## src/rtl/dot_product_feeder.sv

```systemverilog
// Sequences operand beats into an external per-lane MAC array, then reduces the lanes to one sum.
// Optional DOTPROD_BEAT_COUNT_EN adds a saturating beat_count output for the last completed vector.
module dot_product_feeder #(
  parameter int unsigned Data_Width = 8,
  parameter int unsigned Para_Deg   = 3,
  localparam int unsigned Sum_Width = 2 * Data_Width + $clog2(Para_Deg)
) (
  input  logic                                clk,
  input  logic                                reset,
  input  logic                                in_valid,
  output logic                                in_ready,
  input  logic [Para_Deg*Data_Width-1:0]      in_data0,
  input  logic [Para_Deg*Data_Width-1:0]      in_data1,
  input  logic                                in_last,
  output logic                                pe_load_old_output,
  output logic [Para_Deg*Data_Width-1:0]      pe_data0,
  output logic [Para_Deg*Data_Width-1:0]      pe_data1,
  output logic [Para_Deg*2*Data_Width-1:0]    pe_old_output,
  input  logic [Para_Deg*2*Data_Width-1:0]    pe_result,
  output logic                                out_valid,
  input  logic                                out_ready,
  output logic [Sum_Width-1:0]                out_sum
`ifdef DOTPROD_BEAT_COUNT_EN
  ,
  output logic [15:0]                         beat_count
`endif
);

  localparam int unsigned ProdWidth = 2 * Data_Width;

  typedef enum logic [2:0] {StIdle, StFeed, StDrain, StReduce, StOut} state_e;

  state_e               state_q;
  logic                 accept;
  logic [Sum_Width-1:0] lane_sum;

  assign in_ready      = (state_q == StIdle) || (state_q == StFeed);
  assign accept        = in_valid && in_ready;
  assign pe_old_output = pe_result;

  // Exact reduction: each lane is zero-extended before adding so the sum never wraps.
  always_comb begin
    lane_sum = '0;
    for (int i = 0; i < int'(Para_Deg); i++) begin
      lane_sum = lane_sum + Sum_Width'(pe_result[i*ProdWidth +: ProdWidth]);
    end
  end

  always_ff @(posedge clk or posedge reset) begin
    if (reset) begin
      state_q            <= StIdle;
      pe_data0           <= '0;
      pe_data1           <= '0;
      pe_load_old_output <= 1'b0;
      out_valid          <= 1'b0;
      out_sum            <= '0;
    end else begin
      pe_data0 <= '0;
      pe_data1 <= '0;
      unique case (state_q)
        StIdle: begin
          pe_load_old_output <= 1'b0;
          if (accept) begin
            pe_data0 <= in_data0;
            pe_data1 <= in_data1;
            state_q  <= in_last ? StDrain : StFeed;
          end
        end
        StFeed: begin
          // Idle cycles feed zeros with feedback on, so lane accumulators hold.
          pe_load_old_output <= 1'b1;
          if (accept) begin
            pe_data0 <= in_data0;
            pe_data1 <= in_data1;
            if (in_last) state_q <= StDrain;
          end
        end
        StDrain: begin
          pe_load_old_output <= 1'b1;
          state_q            <= StReduce;
        end
        StReduce: begin
          pe_load_old_output <= 1'b1;
          out_sum            <= lane_sum;
          out_valid          <= 1'b1;
          state_q            <= StOut;
        end
        StOut: begin
          pe_load_old_output <= 1'b0;
          if (out_ready) begin
            out_valid <= 1'b0;
            state_q   <= StIdle;
          end
        end
        default: state_q <= StIdle;
      endcase
    end
  end

`ifdef DOTPROD_BEAT_COUNT_EN
  logic [15:0] beat_cnt_q, beat_cnt_d;

  always_comb begin
    beat_cnt_d = beat_cnt_q;
    if (accept) begin
      if (state_q == StIdle)           beat_cnt_d = 16'd1;
      else if (beat_cnt_q != 16'hFFFF) beat_cnt_d = beat_cnt_q + 16'd1;
    end
  end

  always_ff @(posedge clk or posedge reset) begin
    if (reset) begin
      beat_cnt_q <= '0;
      beat_count <= '0;
    end else begin
      beat_cnt_q <= beat_cnt_d;
      if (accept && in_last) beat_count <= beat_cnt_d;
    end
  end
`endif

endmodule

```

## config.mk

```make
export PLATFORM = sky130hd
export DESIGN_NAME = dot_product_feeder
export DESIGN_NICKNAME = d
export VERILOG_FILES = /design/src/rtl/dot_product_feeder.sv
export SDC_FILE = /design/constraint.sdc
export NUM_CORES = 1
export LEC_CHECK = 0
export ABC_CLOCK_PERIOD_IN_PS = 4700
export BUFFER_PORTS_ARGS = -buffer_cell sky130_fd_sc_hd__buf_2
export CORE_UTILIZATION = 48
export DETAILED_ROUTE_END_ITERATION = 12
export GPL_TIMING_DRIVEN = 0
export PLACE_DENSITY_LB_ADDON = 0.12
export SLEW_MARGIN = 0
export SYNTH_ARGS = -nofsm -noshare
export SYNTH_HDL_FRONTEND = slang
export SYNTH_SLANG_ARGS = --single-unit
```

## constraint.sdc

```tcl
create_clock -name clk -period 4.7 [get_ports clk]
set_input_delay 0.705 -clock clk [delete_from_list [all_inputs] [get_ports clk]]
set_output_delay 0.705 -clock clk [all_outputs]
set_load 0.03 [all_outputs]
```

==> summary by stage, run 1 <==
Status
The run finished with clean final reports.

GRT
The number of antenna violations at the first check in global routing is 0. Entering global routing, the biggest net connects 72 pins. The wire length of the first global-routing pass is 14.7 mm. The final global-route overflow total is 0. In the global route stage, overall resource usage came out at 0.222.

The via count of the first global-routing pass was approximately 3200.

Cells and area
For this run, the post-layout net count is 722. The number of antenna diodes in the final layout is 0. The final design area excluding fillers is 5310 um^2. In the layout the commonest cells are sky130_fd_sc_hd__buf_2, sky130_fd_sc_hd__dfrtp_1, sky130_fd_sc_hd__and3_1.

The fraction of final layout cells sized beyond drive strength 1 is 0.481. The most common library cell in the layout ignoring fill and taps is sky130_fd_sc_hd__buf_2. The utilization after layout is 0.684. The growth of design area from synthesis to finish is 37.5%.

Synthesis
When the netlist entered floorplanning its net count stood at about 490. After synthesis, the mean cell area works out to around 11 um^2. The number of synthesized register bits is 71. The Yosys warning count is 0. The number of synthesized flops with an enable pin is 0. Among all flip-flop cells after synthesis, the most frequent one is sky130_fd_sc_hd__dfrtp_1.

The post-synthesis sequential area ratio is 0.460. The cell count after synthesis came out at 361. The post-synthesis instance area is slightly below 4000 um^2. In this run, distinct cell masters in the synthesized netlist total 36. The share of flip-flops with an asynchronous set or reset is 1.00.

STA
After layout, the worst setup slack is around 1.6 ns. The post-route clock period utilization is 0.658. Setup repair after global routing left no endpoint under its margin. Setup violations remaining at the end of the flow were counted as 0. The total count of max-transition violations in the final report is 0. The hold violation count in the final report is 0. The worst clock skew is just over 0.006 ns.

In this run the tightest slew margin relative to its limit is 0.441. The maximum clock frequency is ~320 MHz. Setup total negative slack on the finished layout was measured at 0 ns. The final critical-path required period is around 3.1 ns. For the pin with the worst max-slew slack, the measured transition is around 0.84 ns.

Setup path
The critical path goes through buf_2 > fa_1 > ha_1 > fa_1 > a21o_1 > a221oi_2 > o31ai_4 > o31ai_2 > xor2_1 > o21ai_0. The stage delay of the slowest cell on the critical path is 0.47 ns. The worst-path cell with the longest stage delay is sky130_fd_sc_hd__fa_1. The worst-path maximum fanout is 4. In this run the critical register-to-register path is captured at out_sum[14]$_DFFE_PP0P_. The kind of end point of the critical path is a flip-flop.

In this run the critical register-to-register path is launched from state_q[2]$_DFFE_PP0P_. For the worst setup path, the data arrival time is between 3 and 4 ns. Tracing the worst setup path back leads to its startpoint at pe_result[1]. The setup slack of the worst register-to-register path is roughly 2.9 ns. The cell repeated most along the worst path is sky130_fd_sc_hd__fa_1.

At the worst endpoint, the required time is roughly 4.9 ns. Counting cells, the worst reg-to-reg path comes to 7. The classification of the worst setup path is input port to flip-flop. The dominant delay contributor by cell family on the critical path is compound AO/OA/AOI/OAI gates. The critical path launch point type is an input port. The worst path buffer plus inverter count is 1.

Detailed routing
Dividing the detail-routed wire length by the instance count gives about 13 um. The number of iterations in the first detailed-routing pass is 5. The DRC violation count after routing is 0. The count of antenna-violating nets left after detailed routing is 0.

Wires add up to roughly 9.2 mm. The via density per instance is about 4.9. In this run, the number of DRC markers left after iteration 0 of detailed routing was 82. The total via count after detailed routing is about 3400.

Run
Max-cap violations in this run came to 0.

CTS
No sink is reached through more buffers than the 2 on the longest clock path. The setup fix buffers added after clock tree synthesis is 0. The clock latency on the worst-skew pair is around 0.33 ns. The clock sink count is roughly 70. The total clock buffers created by CTS is 9. In this run the number of H-tree levels came out at 3. The post-cts repair resize count is 0. The count of hold buffers inserted by post-cts repair is 0. The register clock-pin slew on the reported worst setup and hold paths is roughly 0.08 ns. The clock tree from TritonCTS is built. The root buffer cell is sky130_fd_sc_hd__clkbuf_8.

Placed design
The congestion estimate from routability-driven global placement came to 0.763. OpenSTA, run right after detailed placement, puts the worst setup slack at between 1 and 1.5 ns. Port buffering added approximately 220 buffers. The instance area after placement is a little over 5000 um^2.

The HPWL reported at the end of detailed placement is between 7 and 8 mm.

Floorplanning
The floorplan die width is between 90 and 100 um. For this configuration, the core starts out at a cell density of 0.498. The I/O pin total is between 200 and 250. The total area inside the core boundary comes to between 7000 and 8000 um^2. The die covers ~8400 um^2. The floorplan has 32 rows. From bottom edge to top edge, the die measures approximately 92 um.

Worst hold path
The startpoint of the worst hold path is out_sum[8]$_DFFE_PP0P_. The end of the worst hold path is out_sum[8]$_DFFE_PP0P_. The number of stages on the worst hold path is 2.

The class of the tightest hold or removal check is flip-flop to flip-flop.

Power
IR analysis of the VDD net gives a maximum drop of 0.199 mV. In this run the static leakage power is roughly 3.1 nW. The power density over cell area is between 500 and 600 nW/um^2.
[sequential cells by signal, indices dropped and copies added (netlist names)]
name,cells
pe_data0,24
pe_data1,24
out_sum,18
state_q,3
out_valid,1
pe_load_old_output,1
[how the worst max path moves through the flow]
stage,endpoint,slack [ns],cells after the start
after floorplan,out_sum[15]$_DFFE_PP0P_,1.61,9
after global routing,out_sum[15]$_DFFE_PP0P_,1.42,10
after CTS,out_sum[15]$_DFFE_PP0P_,1.60,10
final,out_sum[15]$_DFFE_PP0P_,1.61,10
after detailed placement,out_sum[15]$_DFFE_PP0P_,1.23,10
after global placement,out_sum[15]$_DFFE_PP0P_,1.29,10
[logic make-up (layout without fill, tap and decap cells)]
group	after synthesis	count (layout)	share of synthesized area
AO/OA/AOI/OAI	63	63	0.107
buffers and inverters	77	310	0.121
multiplexers	2	2	0.00518
AND/OR/NAND/NOR	104	104	0.143
adder cells (fa/ha/maj)	32	32	0.137
XOR/XNOR	12	12	0.0272
flip-flops	71	71	0.460
[tightest hold or removal path, cell delays in order, from the launching register on]
cell                      delay [ns]
sky130_fd_sc_hd__dfrtp_1        0.34
sky130_fd_sc_hd__nand2_1        0.05
sky130_fd_sc_hd__o21ai_0        0.06
[cell usage after synthesis, drive strengths merged (3+ instances only)]
cell type,number,area share
xor2,6,0.014
nand2,28,0.027
a21oi,16,0.021
inv,14,0.014
a31oi,3,0.0049
dfrtp,71,0.46
o21a,3,0.0058
and3,49,0.079
buf,48,0.093
nand3b,3,0.0058
fa,17,0.088
clkbuf,15,0.015
nor2,14,0.014
a21o,8,0.016
o21ai,20,0.026
xnor2,6,0.014
ha,15,0.049
[per-layer routing]
metal / wire, um / up-vias / global-route usage
met5: 0 / - / 0
met4: 203 / 0 / 0.0938
met3: 616 / 13 / 0.0423
met2: 4660 / 155 / 0.392
met1: 3740 / 1584 / 0.266
li1: - / 1633 / -
[per-stage QoR]
step / hold slack (ns) / instances / total power, mW
2_1_floorplan: 0.494 / 361 / 1.81
5_1_grt: 0.504 / 696 / 2.92
4_1_cts: 0.482 / 696 / 2.77
3_5_place_dp: 0.465 / 680 / 2.22
3_3_place_gp: 0.457 / 680 / 2.18
6_report: 0.474 / 696 / 2.75
[cell type report]
class / instances / area (um^2)
timing repair buffer: 217 / 1090
fill: 646 / 2450
tap: 102 / 128
sequential: 71 / 1780
clock inverter: 6 / 93.8
multi-input combinational: 213 / 1620
buffer: 63 / 417
clock buffer: 10 / 138
inverter: 14 / 55.1
[power by group]
group	internal, mW	switching (mW)	leakage (nW)
logic	0.429	0.896	2.07
registers	0.797	0.0811	0.919
clock network	0.316	0.228	0.113
total	1.54	1.20	3.10
Power figures use the tool's default switching activity.
==> run 2, diff against run 1 <==
- ABC_AREA: unset -> 1
- ABC_CLOCK_PERIOD_IN_PS: 4700 -> 2950
- CORE_UTILIZATION: 48 -> 46
- clock period: 4.7 -> 2.95 ns (I/O delays scaled with it)
==> summary by stage, run 2 <==
Detailed routing
The average detailed-routed wire length per instance is 10.7 um (-19%). The number of iterations in the first detailed-routing pass is 4 (-1). The total via count after detailed routing is 3628 (+7.2%).

The DRC violation count after routing is 0 (unchanged). The count of routing violations after the opening detailed-route iteration is 72 (-12%). The final wirelength is 8.96 mm (-2.8%). The count of antenna-violating nets left after detailed routing is 0 (unchanged). The via density per instance was 4.33 (-11%).

Synthesis
The synthesized netlist net count was 630 (+28%). The share of flip-flops with an asynchronous set or reset is 1.00 (unchanged). Counting instances in the post-synthesis netlist gives the leading cell types as sky130_fd_sc_hd__nand2_1, sky130_fd_sc_hd__inv_1, sky130_fd_sc_hd__dfrtp_1. The post-synthesis instance area came to 4130 um^2 (+6.9%). The post-synthesis sequential area ratio is 0.430 (-0.0297). The mean cell area of the mapped netlist came to 8.31 um^2 (-22%). The number of distinct library cells after synthesis came to 29 (-19%).

Yosys instantiated no cell more often than sky130_fd_sc_hd__nand2_1. The number of synthesized flops with an enable pin came to 0 (unchanged). In the synthesized netlist the dominant register cell turns out to be sky130_fd_sc_hd__dfrtp_1. The number of cells produced by synthesis was 497 (+38%). The area share of the largest cell type after synthesis came to 0.430 (-0.0297).

The Yosys warning count is 0 (unchanged). By area the synthesized netlist is led by sky130_fd_sc_hd__dfrtp_1, sky130_fd_sc_hd__nand2_1, sky130_fd_sc_hd__buf_4. The number of synthesized register bits is 71 (unchanged).

The biggest area contributor in the post-synthesis netlist is sky130_fd_sc_hd__dfrtp_1.

STA
The setup violation total in the final timing report is 0 (unchanged). The final worst hold slack is 0.268 ns (-0.206 ns). The hold violation count in the final report is 0 (unchanged). The slew at the pin closest to its max-slew limit is 0.847 ns (+0.00893 ns).

The relative slew slack is 0.435 (-0.00595). The worst clock skew is 0.00606 ns (-0.0000683 ns). The final critical-path required period is ~2.1 ns. Of the available clock period, the critical path in the final layout requires 0.717. The setup total negative slack is 0 ns (unchanged). Setup repair after global routing left no endpoint under its margin.

The total count of max-transition violations in the final report is 0 (unchanged). Static timing analysis puts the maximum clock frequency at between 400 and 500 MHz.

Placed design
The instance area after placement came to 5360 um^2 (+5.4%). The final weighted congestion of routability-driven global placement is 0.777 (+1.9%). The number of placed instances, taps included was 822 (+21%). The count of input and output buffers was 217 (unchanged). The HPWL reported at the end of detailed placement is 7.29 mm (-1.1%).

GRT
The final global-route overflow total is 0 (unchanged). The wire length of the first global-routing pass was 15.3 mm (+4.3%). The number of antenna violations at the first check in global routing is 0 (unchanged).

The global-route usage over all layers is 0.202 (-0.0204). The pin count of the biggest net entering global routing is 72 (unchanged). The via count of the first global-routing pass came to 3424 (+7.5%).

Setup path
The depth of the worst register-to-register path is 6 (-1). The critical path in this run is classified as input port to flip-flop. Among the stages of the critical path, the cell type that occurs most often is sky130_fd_sc_hd__nand2_1.

The worst path buffer plus inverter count is 1 (unchanged). The stage delay of the slowest cell on the critical path is 0.47 ns (about the same). STA classifies the critical path endpoint as a flip-flop. The dominant delay contributor by cell family on the critical path is adder cells.

Among all stages on the critical path, the largest delay is contributed by sky130_fd_sc_hd__fa_1. The critical path goes through buf_2 > fa_1 > ha_1 > fa_1 > nand2_1 > nand2_1 > nand3b_1 > nand2_1 > or2_0 > nand3_1 > nand2_1. The worst-path maximum fanout is 4 (unchanged). The data arrival time of the critical path is 2.35 ns (-0.95 ns). The worst setup path is launched from an input port. The required time of the critical path came to 3.18 ns (-1.72 ns). The cell count along the critical path came to 11 (+1).

Power
The leakage power figure came to 3.52 nW (+14%). The power density over cell area is 781 nW/um^2 (+51%). The peak supply drop is 0.311 mV (+57%).

CTS
The root buffer cell is sky130_fd_sc_hd__clkbuf_8. The post-cts repair resize count came to 0 (unchanged). The buffer depth of the longest clock path is 2 (unchanged). The clock sink count is 71 (unchanged). The clock latency on the worst-skew pair came to 0.34 ns (about the same).

The total clock buffers created by CTS is 9 (unchanged). The setup fix buffers added after clock tree synthesis is 0 (unchanged). The register clock-pin slew on the reported worst setup and hold paths is 0.08 ns (about the same).

The number of levels the H-tree was split into is 3 (unchanged). The count of hold buffers inserted by post-cts repair came to 0 (unchanged). The clock tree from TritonCTS is built.

Floorplanning
The I/O pin total is 218 (unchanged). The initial core utilization is 0.474 (-0.0238). The floorplan die width is 96.8 um (+5.5%). The total die area is 9360 um^2 (+11%). The core outline area is 8720 um^2 (+12%). The number of rows created at floorplan came to 34 (+6.3%). The die height is 96.8 um (+5.5%).

Cells and area
The final design area excluding fillers was 5580 um^2 (+5.1%). The number of antenna diodes was 0 (unchanged). In the layout the commonest cells are sky130_fd_sc_hd__buf_2, sky130_fd_sc_hd__nand2_1, sky130_fd_sc_hd__inv_1. The largest registers in the layout are pe_data0 x24, pe_data1 x24, out_sum x18.

The number of standard cells in the final layout excluding fillers was 838 (+20%). The library cell used most frequently in the layout, excluding fill and tap cells, is sky130_fd_sc_hd__buf_2. The fraction of final layout cells sized beyond drive strength 1 is 0.411 (-0.0705). The growth of design area from synthesis to finish is 35.2%. The post-layout net count was 858 (+19%).

Worst hold path
The path class of the tightest hold or removal check is input port to asynchronous set/reset pin.

Run
The number of maximum-capacitance constraint violations is 0 (unchanged).

Status
The run finished with clean final reports.
-- run 2: cell count changes after synthesis, moves of 4 or more --
cell / change
sky130_fd_sc_hd__inv_1: +81
sky130_fd_sc_hd__a21o_1: -8
sky130_fd_sc_hd__and3_1: -49
sky130_fd_sc_hd__nand2_1: +92
sky130_fd_sc_hd__o21ai_1: +5
sky130_fd_sc_hd__nor2_1: +49
sky130_fd_sc_hd__clkbuf_1: -15
sky130_fd_sc_hd__xor2_1: -4
sky130_fd_sc_hd__buf_2: +5
sky130_fd_sc_hd__o21ai_0: -18
sky130_fd_sc_hd__a21oi_1: -8
sky130_fd_sc_hd__xnor2_1: -4
sky130_fd_sc_hd__nand3_1: +15
-- run 2: path summary, 6_finish.rpt --
kind	startpoint	to	slack, ns
max in group asynchronous	reset	out_sum[11]$_DFFE_PP0P_	2.13
worst max register to register	state_q[1]$_DFFE_PP0P_	out_sum[4]$_DFFE_PP0P_	1.64
worst max-delay path	pe_result[1]	out_sum[7]$_DFFE_PP0P_	0.83
min in group clk	in_data0[17]	pe_data0[17]$_DFF_PP0_	0.29
worst min-delay path	reset	pe_data0[12]$_DFF_PP0_	0.27
worst min register to register	out_sum[1]$_DFFE_PP0P_	out_sum[1]$_DFFE_PP0P_	0.47
-- run 2: power breakdown --
| part | switching (mW) | leakage (nW) | internal (mW) |
|---|---|---|---|
| logic | 1.44 | 2.49 | 0.660 |
| clock network | 0.390 | 0.112 | 0.487 |
| registers | 0.124 | 0.923 | 1.26 |
-- run 2: routing by layer --
metal  part of all wire  global-route usage  wire (um)
met1               0.43               0.246       3890
met2               0.50               0.355       4470
met3              0.051              0.0405        455
met4              0.016              0.0689        146
met5                  0                   0          0
-- run 2: metrics by stage --
| step | setup slack [ns] | utilization | total power [mW] |
|---|---|---|---|
| after global routing | 0.710 | 0.640 | 4.67 |
| after floorplan | 0.711 | - | 2.89 |
| after global placement | -0.0285 | 0.614 | 3.48 |
| after CTS | 0.836 | 0.640 | 4.41 |
| final | 0.834 | 0.640 | 4.36 |
| after detailed placement | 0.470 | 0.614 | 3.52 |
-- run 2: area by class of cell --
cell class	instances	area [um^2]
fillers	794	3140
flip-flops and latches	71	1780
multi-input cells	273	1570
repair buffers	217	1090
plain buffers	56	419
inverters	97	367
well taps	108	135
clock buffers	9	124
clock inverters	7	105
-- run 2: logic make-up (layout without fill, tap and decap cells) --
logic type      after synthesis  after routing  synth area share
fa+ha+maj                    32             32             0.128
xor+xnor                      4              4           0.00848
compound gates               18             18            0.0236
buf+inv                     153            386             0.190
flops                        71             71             0.430
simple gates                219            219             0.220
==> run 3, diff against run 2 <==
- ABC_CLOCK_PERIOD_IN_PS: 2950 -> 1850
- CORE_UTILIZATION: 46 -> 41
- clock period: 2.95 -> 1.85 ns (I/O delays scaled with it)
==> summary by stage, run 3 (same netlist as run 2, synthesis figures left out) <==
Setup path
The required time of the critical path came to 2.09 ns (-1.09 ns). The most critical setup path has its startpoint at pe_result[33]. The setup slack of the worst register-to-register path is 0.59 ns (-1.05 ns). In this run the critical register-to-register path is launched from state_q[1]$_DFFE_PP0P_. By startpoint and endpoint, the worst setup path is classified as input port to flip-flop. The data arrival time of the critical path is 2.10 ns (-0.25 ns). The depth of the worst register-to-register path is 6 (unchanged). The worst-path maximum fanout is 4 (unchanged). The critical path launch point type is an input port.

The endpoint of the most critical register-to-register path is out_sum[3]$_DFFE_PP0P_. The worst setup path is captured at a flip-flop.

Detailed routing
The number of iterations in the first detailed-routing pass is 4 (unchanged). The final wirelength is 9.36 mm (+4.5%). The count of antenna-violating nets left after detailed routing is 0 (unchanged). The via density per instance is 4.22 (-2.6%). The average detailed-routed wire length per instance was 10.8 um (+1.1%). The DRC violation count after routing came to 0 (unchanged). The total via count after detailed routing is 3653 (+0.69%). The count of routing violations after the opening detailed-route iteration is 88 (+22%).

Worst hold path
The class of the tightest hold or removal check is input port to asynchronous set/reset pin.

Status
The final reports fail on setup timing. The flow ran to the end, but the final reports show violations.

Placed design
The final weighted congestion of routability-driven global placement came to 0.776 (-0.17%). The instance area after placement is 5440 um^2 (+1.6%). The HPWL reported at the end of detailed placement is 7.65 mm (+5.0%).

The count of input and output buffers is 217 (unchanged). The number of placed instances, taps included is 848 (+3.2%).

STA
Setup repair after global routing could not meet its margin everywhere. The setup total negative slack is -0.0175 ns (-0.0175 ns). The setup slack after layout is -0.0175 ns (-0.851 ns). The total count of max-transition violations in the final report is 0 (unchanged).

The slew at the pin closest to its max-slew limit is 0.843 ns (-0.00481 ns). The final critical-path required period is roughly 1.9 ns. The hold violation count in the final report is 0 (unchanged). The setup violation total in the final timing report was 1 (+1).

The relative slew slack was 0.437 (+0.00202). The worst clock skew is 0.0111 ns (+0.00500 ns). Derived from the worst setup path, the maximum achievable clock frequency is ~540 MHz. The post-route clock period utilization is 1.01.

CTS
The clock tree from TritonCTS is built. The clock latency on the worst-skew pair is 0.35 ns (about the same). The total clock buffers created by CTS was 9 (unchanged).

The buffer depth of the longest clock path is 2 (unchanged). The clock sink count is 71 (unchanged). The number of levels the H-tree was split into is 3 (unchanged). The register clock-pin slew on the reported worst setup and hold paths is 0.08 ns (about the same).

The count of hold buffers inserted by post-cts repair was 0 (unchanged). CTS placed an instance of sky130_fd_sc_hd__clkbuf_8 at the clock tree root.

Floorplanning
The die height is 102 um (+5.8%). The core outline area is 9770 um^2 (+12%). The floorplan die width is 102 um (+5.8%). The initial core utilization came to 0.423 (-0.0511). The total die area is 10500 um^2 (+12%). The I/O pin total is 218 (unchanged). The number of rows created at floorplan came to 36 (+5.9%).

Cells and area
The library cells used most frequently in the layout, excluding fill and tap cells, are sky130_fd_sc_hd__buf_2, sky130_fd_sc_hd__nand2_1, sky130_fd_sc_hd__inv_1. The number of standard cells in the final layout excluding fillers is 866 (+3.3%). The final design area excluding fillers is 5820 um^2 (+4.2%).

The post-layout net count came to 862 (+0.47%). The fraction of final layout cells sized beyond drive strength 1 was 0.441 (+0.0297). The utilization after layout is 0.595 (-0.0451). The number of antenna diodes is 0 (unchanged). The growth of design area from synthesis to finish is 40.8%. The most common library cell in the layout ignoring fill and taps is sky130_fd_sc_hd__buf_2.

The largest registers in the layout are pe_data0 x24, pe_data1 x24, out_sum x18.

GRT
The pin count of the biggest net entering global routing is 40 (-44%). The via count of the first global-routing pass is 3347 (-2.2%). The global-route usage over all layers is 0.178 (-0.0244). The wire length of the first global-routing pass was 14.4 mm (-6.3%). The number of antenna violations at the first check in global routing is 0 (unchanged). The final global-route overflow total came to 0 (unchanged).

Run
The number of maximum-capacitance constraint violations came to 0 (unchanged).

Power
The leakage power figure was 3.56 nW (+0.97%). The sum of internal, switching and leakage power is 7.14 mW (+64%). The peak supply drop was 0.737 mV (+140%). The power density over cell area is 1230 nW/um^2 (+57%).
[run 3: cell count changes in the layout (fill, tap and decap cells not counted), sizes merged]
cell    delta
inv        -2
buf        +4
bufinv     +1
[run 3: per-layer routing]
layer	vias up	track usage	share of wire
met5	-	0	0
met3	11	0.0287	0.053
met1	1643	0.190	0.40
li1	1876	-	-
met4	0	0.0791	0.015
met2	123	0.340	0.53
[run 3: how the worst max path moves through the flow]
stage | cells after the start | to
CTS | 11 | out_sum[7]$_DFFE_PP0P_
global placement | 11 | out_sum[7]$_DFFE_PP0P_
global route | 11 | out_sum[7]$_DFFE_PP0P_
finish | 11 | out_sum[7]$_DFFE_PP0P_
floorplan | 11 | out_sum[9]$_DFFE_PP0P_
detailed placement | 11 | out_sum[7]$_DFFE_PP0P_
[run 3: repair_timing]
item                                    CTS  global route
endpoints found under the setup margin    1             9
pin swaps                                 0            10
gates resized for setup                   1            17
setup buffers                             0             3
[run 3: through the flow]
| step | hold slack (ns) | worst slack [ns] |
|---|---|---|
| 3_3_place_gp | 0.453 | -0.351 |
| 2_1_floorplan | 0.384 | -0.125 |
| 6_report | 0.0968 | -0.0175 |
| 4_1_cts | 0.106 | 0.0145 |
| 5_1_grt | 0.114 | -0.128 |
| 3_5_place_dp | 0.458 | -0.373 |
[run 3: critical path, cell delays in order]
cell and delay, ns:
sky130_fd_sc_hd__buf_6 0.10, sky130_fd_sc_hd__fa_1 0.48, sky130_fd_sc_hd__ha_2 0.22, sky130_fd_sc_hd__fa_2 0.37
sky130_fd_sc_hd__nand2_2 0.07, sky130_fd_sc_hd__nand2_2 0.05, sky130_fd_sc_hd__nand3b_1 0.10, sky130_fd_sc_hd__nand2_2 0.09
sky130_fd_sc_hd__or2_0 0.22, sky130_fd_sc_hd__nand3_1 0.08, sky130_fd_sc_hd__nand2_1 0.05
[run 3: report_power, final]
group	internal (mW)	total (mW)	switching, mW
clock	0.887	1.44	0.552
sequential	2.02	2.21	0.194
combinational	1.16	3.49	2.33
[run 3: area by class of cell]
type                       count  area [um^2]
fill                         932         3960
tap                          133          166
multi-input combinational    273         1710
sequential                    71         1780
clock inverter                 6          109
buffer                        56          419
clock buffer                   9          124
inverter                      97          368
timing repair buffer         221         1140
